File: src/rtl/pipe_vect_hs.sv
// Elastic pipeline stage carrying a scalar word plus NUM_VECT vector operands.
// A main register and a one-entry skid register give a registered in_ready and full throughput.
module pipe_vect_hs #(
  parameter int WIDTH        = 8,
  parameter int registerSize = 8,
  parameter int vectorSize   = 4,
  parameter int NUM_VECT     = 3
) (
  input  logic                                                     clk,
  input  logic                                                     reset,
  input  logic                                                     flush,
  input  logic                                                     in_valid,
  output logic                                                     in_ready,
  input  logic [WIDTH-1:0]                                         in,
  input  logic [NUM_VECT-1:0][vectorSize-1:0][registerSize-1:0]    vect_in,
  output logic                                                     out_valid,
  input  logic                                                     out_ready,
  output logic [WIDTH-1:0]                                         out,
  output logic [NUM_VECT-1:0][vectorSize-1:0][registerSize-1:0]    vect_out,
  output logic [1:0]                                               level
);

  typedef logic [NUM_VECT-1:0][vectorSize-1:0][registerSize-1:0] vect_t;

  // Encoding doubles as the occupancy count reported on level.
  typedef enum logic [1:0] {
    EMPTY = 2'd0,
    ONE   = 2'd1,
    FULL  = 2'd2
  } state_t;

  state_t           state, state_nx;
  logic             in_ready_q;
  logic [WIDTH-1:0] main_word, skid_word;
  vect_t            main_vect, skid_vect;
  logic             push, pop;
  logic             ld_main_in, ld_main_skid, ld_skid;

  assign push      = in_valid & in_ready_q;
  assign pop       = out_valid & out_ready;
  assign in_ready  = in_ready_q;
  assign out_valid = (state != EMPTY);
  assign level     = state;
  assign out       = main_word;
  assign vect_out  = main_vect;

  always_comb begin
    state_nx     = state;
    ld_main_in   = 1'b0;
    ld_main_skid = 1'b0;
    ld_skid      = 1'b0;
    case (state)
      EMPTY: begin
        if (push) begin
          ld_main_in = 1'b1;
          state_nx   = ONE;
        end
      end
      ONE: begin
        if (push && pop) begin
          ld_main_in = 1'b1;
        end else if (push) begin
          ld_skid  = 1'b1;
          state_nx = FULL;
        end else if (pop) begin
          state_nx = EMPTY;
        end
      end
      FULL: begin
        if (pop) begin
          ld_main_skid = 1'b1;
          state_nx     = ONE;
        end
      end
      default: state_nx = EMPTY;
    endcase
    // Squash wins over everything; payloads are left untouched since they are don't-care when invalid.
    if (flush) begin
      state_nx     = EMPTY;
      ld_main_in   = 1'b0;
      ld_main_skid = 1'b0;
      ld_skid      = 1'b0;
    end
  end

  always_ff @(posedge clk or negedge reset) begin
    if (!reset) begin
      state      <= EMPTY;
      in_ready_q <= 1'b1;
    end else begin
      state      <= state_nx;
      in_ready_q <= (state_nx != FULL);
    end
  end

  always_ff @(posedge clk or negedge reset) begin
    if (!reset) begin
      main_word <= '0;
      main_vect <= '0;
    end else if (ld_main_in) begin
      main_word <= in;
      main_vect <= vect_in;
    end else if (ld_main_skid) begin
      main_word <= skid_word;
      main_vect <= skid_vect;
    end
  end

  always_ff @(posedge clk or negedge reset) begin
    if (!reset) begin
      skid_word <= '0;
      skid_vect <= '0;
    end else if (ld_skid) begin
      skid_word <= in;
      skid_vect <= vect_in;
    end
  end

endmodule

File: config.mk
export PLATFORM = sky130hd
export DESIGN_NAME = pipe_vect_hs
export DESIGN_NICKNAME = d
export VERILOG_FILES = /design/src/rtl/pipe_vect_hs.sv
export SDC_FILE = /design/constraint.sdc
export NUM_CORES = 1
export LEC_CHECK = 0
export ABC_CLOCK_PERIOD_IN_PS = 5200
export CELL_PAD_IN_SITES_DETAIL_PLACEMENT = 0
export CELL_PAD_IN_SITES_GLOBAL_PLACEMENT = 1
export CORE_UTILIZATION = 42
export CTS_CLUSTER_SIZE = 16
export DETAILED_ROUTE_END_ITERATION = 6
export PLACE_DENSITY = 0.87
export SLEW_MARGIN = 0
export SYNTH_ARGS = -nofsm -noshare
export SYNTH_HDL_FRONTEND = slang
export SYNTH_SLANG_ARGS = --single-unit
File: constraint.sdc
create_clock -name clk -period 5.2 [get_ports clk]
set_clock_uncertainty 0.05 [all_clocks]
set_input_delay 1.3 -clock clk [delete_from_list [all_inputs] [get_ports clk]]
set_output_delay 1.3 -clock clk [all_outputs]
set_load 0.005 [all_outputs]
# Yosys cells after proc, flatten, opt, wreduce, memory -nomap -nowiden
# Cells that the tools add are included.
[totals]
reg_bits = 211
inputBits = 109
out_inout_bits = 108
word_cells = 58
[op_classes]
n_eq_ne = 3
n_mux = 21
bitwise_logic = 2
n_reduce_logical = 4
[op_table]
columns = ["cell", "n"]
rows = [
  ["$mux 96", 2],
  ["$mux 8", 2],
  ["$mux 2", 6],
  ["$mux 1", 9],
  ["$pmux 2 s3", 1],
  ["$reduce_bool 2->1", 2],
  ["$and 1x1->1", 2],
  ["$eq 2x1->1 const B", 1],
  ["$eq 2x2->1 const B", 1],
  ["$logic_not 2->1", 1],
  ["$ne 2x2->1 const B", 1],
  ["$pmux 1 s2", 1],
  ["$logic_and 1x1->1", 1],
]

# Longest topological paths before layout
[depth]
ltp_word = 8
mapped_depth = 7
depth_no_buf = 4

# Least setup slack after synthesis
# Ideal clock, no wire load.
[synth_timing]
kind = "in2reg"
from = "input port in_valid"
to = "register main_vect (netlist bit vect_out[64])"
setup_ps = 137
arrival_time_ps = 2462
required_ps = 5013
setup_slack_ps = 2551
stages = 7
n_path_buf = 3
path_cell_list = "nand2_1 -> or4_1 -> clkbuf_1 -> buf_6 -> buf_6 -> mux2i_1 -> a21oi_1"
[synth_between]
elab_chain_cells = 6
word_cells_on_any_way = 8
classes_between = "5 x mux; 1 x bitwise; 2 x reduce/logical"
[synth_lines]
columns = ["element", "line_no", "rtl"]
rows = [
  ["start, declared", "12", "input logic in_valid,"],
  ["$and 1x1->1 (*)", "39", "assign push = in_valid & in_ready_q;"],
  ["$logic_and 1x1->1", "60", "if (push && pop) begin"],
  ["$mux 1", "60", ""],
  ["$pmux 1 s2 (*)", "52", "case (state)"],
  ["$mux 1 (*)", "78", "if (flush) begin"],
  ["$mux 96 / $reduce_bool 2->1 (equally long branches)", "n/a", ""],
  ["end signal, assigned", "102", "main_vect <= vect_in;"],
  ["end signal, assigned", "105", "main_vect <= skid_vect;"],
  ["end, declared", "35", "vect_t main_vect, skid_vect;"],
]
# Every way passes the cells marked *; elsewhere a longest branch is shown, timed or not.
# A chain may end at the register's enable or synchronous reset.

# Final worst setup path
[layout_timing]
from = "input port out_ready"
to = "register main_vect (netlist bit vect_out[45])"
[layout_between]
elab_chain_cells = 6
word_cells_on_any_way = 10
classes_between = "7 x mux; 1 x bitwise; 2 x reduce/logical"
[layout_lines]
columns = ["element", "line_no", "rtl"]
rows = [
  ["start, declared", "17", "input logic out_ready,"],
  ["$and 1x1->1 (*)", "40", "assign pop = out_valid & out_ready;"],
  ["$logic_and 1x1->1", "60", ""],
  ["$mux 1", "60", ""],
  ["$pmux 1 s2", "52", ""],
  ["$mux 1", "78", ""],
  ["$mux 96 / $reduce_bool 2->1 (equally long branches)", "n/a", ""],
]
# Marks and branches as above.

==> reports/metrics.cfg <==
[logic_synthesis]
ys_ff_latch = 211
syn_nets = 800
synthesis.area_um2 = 8760
syn_avg_cell_area_um2 = 12.7
synth.distinct_cells = 26
yosysSeqAreaShare_pct = 60.3
yosys_warnings = 0
syn_inst = 691

[global_route]
grt_pass1_vias = 5745
grt_pass1_wl_mm = 30.0
grtUsageTotal_pct = 17.2
antenna_found_initial = 1
grt_max_degree = 112
grt-ovfl-total = 0

[placement]
globalplace.congestion = 0.767
dp_hpwl_mm = 11.8
port_buffers = 216

[run]
cap_violations = 0

[setup_path]
crit_arrival_ps = 3610
path_cells = clkdlybuf4s50_1, nor2b_1, or4_4, buf_4, mux2i_1, a21oi_1
end_kind = register
crit_start = out_ready
required_ps = 5510
r2r-start = in_ready
path_class = in -> reg
startpoint_type = input port
cp_max_fo = 38
slowest_stage = or4_4
cp_slowest_stage_delay_ps = 660

[cts]
cts.sink_count = 211
hold_buffers = 0
post_cts_buffers = 0
clkTransAtPathRegs_ps = 60
cts_tree = built
cts_made_buffers = 23
cts_max_level = 1
clk_latency_ps = 490
cts_root_buf = clkbuf_16
cts_buffer_depth = 3
cts_resized = 0

[sta]
tightest_slew_ps = 945
fin_crit_sh_pct = 63.6
max_slew_margin_pct = 37.0
final.setup.tns_ps = 0
hold_viol_final = 0
fin_crit_ps = 3300
rsz0062_at_grt = no
maxSlewViolCount = 0
max_clock_freq_mhz = 303
setup_violations = 0

[worst_hold_path]
hold_class = reg -> reg
min_from = skid_vect[82]

[power]
p_leak_nw = 5.53
total_power_mw = 5.12
p_per_area_nw_per_um2 = 431
peakVddDrop_v = 0.000211

[route]
final_antenna_net_count = 0
drt_iter0_markers = 287
viasPerCell = 5.00
dr.pass1.iters = 4
vias = 5896
wl_per_cell_um = 15.9
route.detailed.drc = 0
wl_mm = 18.7

[run_status]
status = completed

[cells_and_area]
n_fill_cell = 1650
nets = 1003
mostFrequentLayoutCell = clkdlybuf4s50_1
drive_above_1_share_pct = 16.6
mostFrequentLayoutCells = clkdlybuf4s50_1 (215), dfrtp_1 (210), nor2_1 (105)
area_growth_pct = 35.5

[floorplan]
num_io_pins = 217
fp.dieW_um = 146
die_y_um = 146
start_util_pct = 43.0
core_area_um2 = 20400
rows = 52
die_area_um2 = 21400

[cell type report]
| type | count | area, um2 | area share, % |
|---|---|---|---|
| repair buffers | 223 | 2260 | 19.0 |
| inverters | 1 | 3.75 | 0.0316 |
| well taps | 270 | 338 | 2.85 |
| multi-input cells | 434 | 3260 | 27.5 |
| clock buffers | 35 | 681 | 5.73 |
| clock inverters | 4 | 45.0 | 0.379 |
| diodes | 1 | 2.50 | 0.0211 |
| flip-flops and latches | 211 | 5280 | 44.5 |
[Yosys cell counts]
cell	n	area, um2
nand4b_1	1	8.76
buf_2	15	75.1
nand3b_1	1	7.51
nor2_1	105	394
inv_1	1	3.75
clkbuf_1	18	67.6
o21ai_0	1	5.00
a21o_1	1	7.51
or3b_2	1	8.76
dfrtp_1	210	5260
o21a_1	1	7.51
or2_2	1	6.26
nand4bb_1	1	11.3
a21oi_1	104	521
nor3_1	1	5.00
mux2i_1	104	1040
nand3_1	1	5.00
buf_1	6	22.5
or4_1	1	7.51
buf_6	6	67.6
nor2b_1	1	6.26
dfstp_2	1	26.3
nand2_1	3	11.3
a31oi_1	1	6.26
mux2_2	104	1170
a31oi_2	1	12.5
[power breakdown]
group          switching, mW  total (mW)  internal [mW]  leakage (nW)
clock network          0.621        1.56          0.944         0.360
registers              0.228        2.32           2.09          2.52
logic                  0.454        1.24          0.786          2.64
total                   1.30        5.12           3.82          5.53
[sequential cells by signal, summed over array words and instances (netlist names)]
register and flops:
level 2, skid_vect 96, vect_out 96, skid_word 8
in_ready 1, out 8
[worst max-delay path: cells and delay by family]
kind / cells / cell delay [ps]
buffers and inverters: 2 / 970
AO/OA/AOI/OAI: 1 / 80
multiplexers: 1 / 240
AND/OR/NAND/NOR: 2 / 970
[through the flow]
step	hold slack, ps	setup WS (ps)	utilization (%)	cells	instance area [um2]
floorplan	429	2550	-	691	8760
global placement	436	1400	54.7	1139	11100
finish	454	1900	58.3	1179	11900
CTS	456	1890	58.3	1178	11900
detailed placement	443	1360	54.7	1139	11100
global route	462	1740	58.3	1179	11900
[per-layer routing]
layer / wire length (um) / global-route usage (%) / vias up
met5: 0 / 0 / -
met4: 423 / 5.31 / 0
met3: 1180 / 4.53 / 28
met2: 8820 / 28.2 / 152
met1: 8280 / 22.4 / 2892
li1: - / - / 2824
[worst paths after layout]
kind                                  to  slack [ps]  cells past startpoint
max in group asynchronous  skid_vect[11]        3220                      2
setup reg to reg           skid_vect[34]        2760                      5
hold / removal             skid_vect[82]         450                      1
hold reg to reg            skid_vect[82]         450                      1
min in group asynchronous   vect_out[57]         830                      1
setup / recovery            vect_out[45]        1900                      6
[cells by family (layout without fill, tap and decap cells)]
| kind of cell | after synthesis | count (layout) | synth area share [%] |
|---|---|---|---|
| DFF | 211 | 211 | 60.3 |
| buffers and inverters | 46 | 263 | 2.70 |
| and+or+nand+nor | 117 | 117 | 5.38 |
| AOI/OAI and AO/OA | 109 | 109 | 6.38 |
| other | 0 | 1 | 0 |
| muxes | 208 | 208 | 25.2 |
No activity file was read; power rests on OpenSTA's default activity.
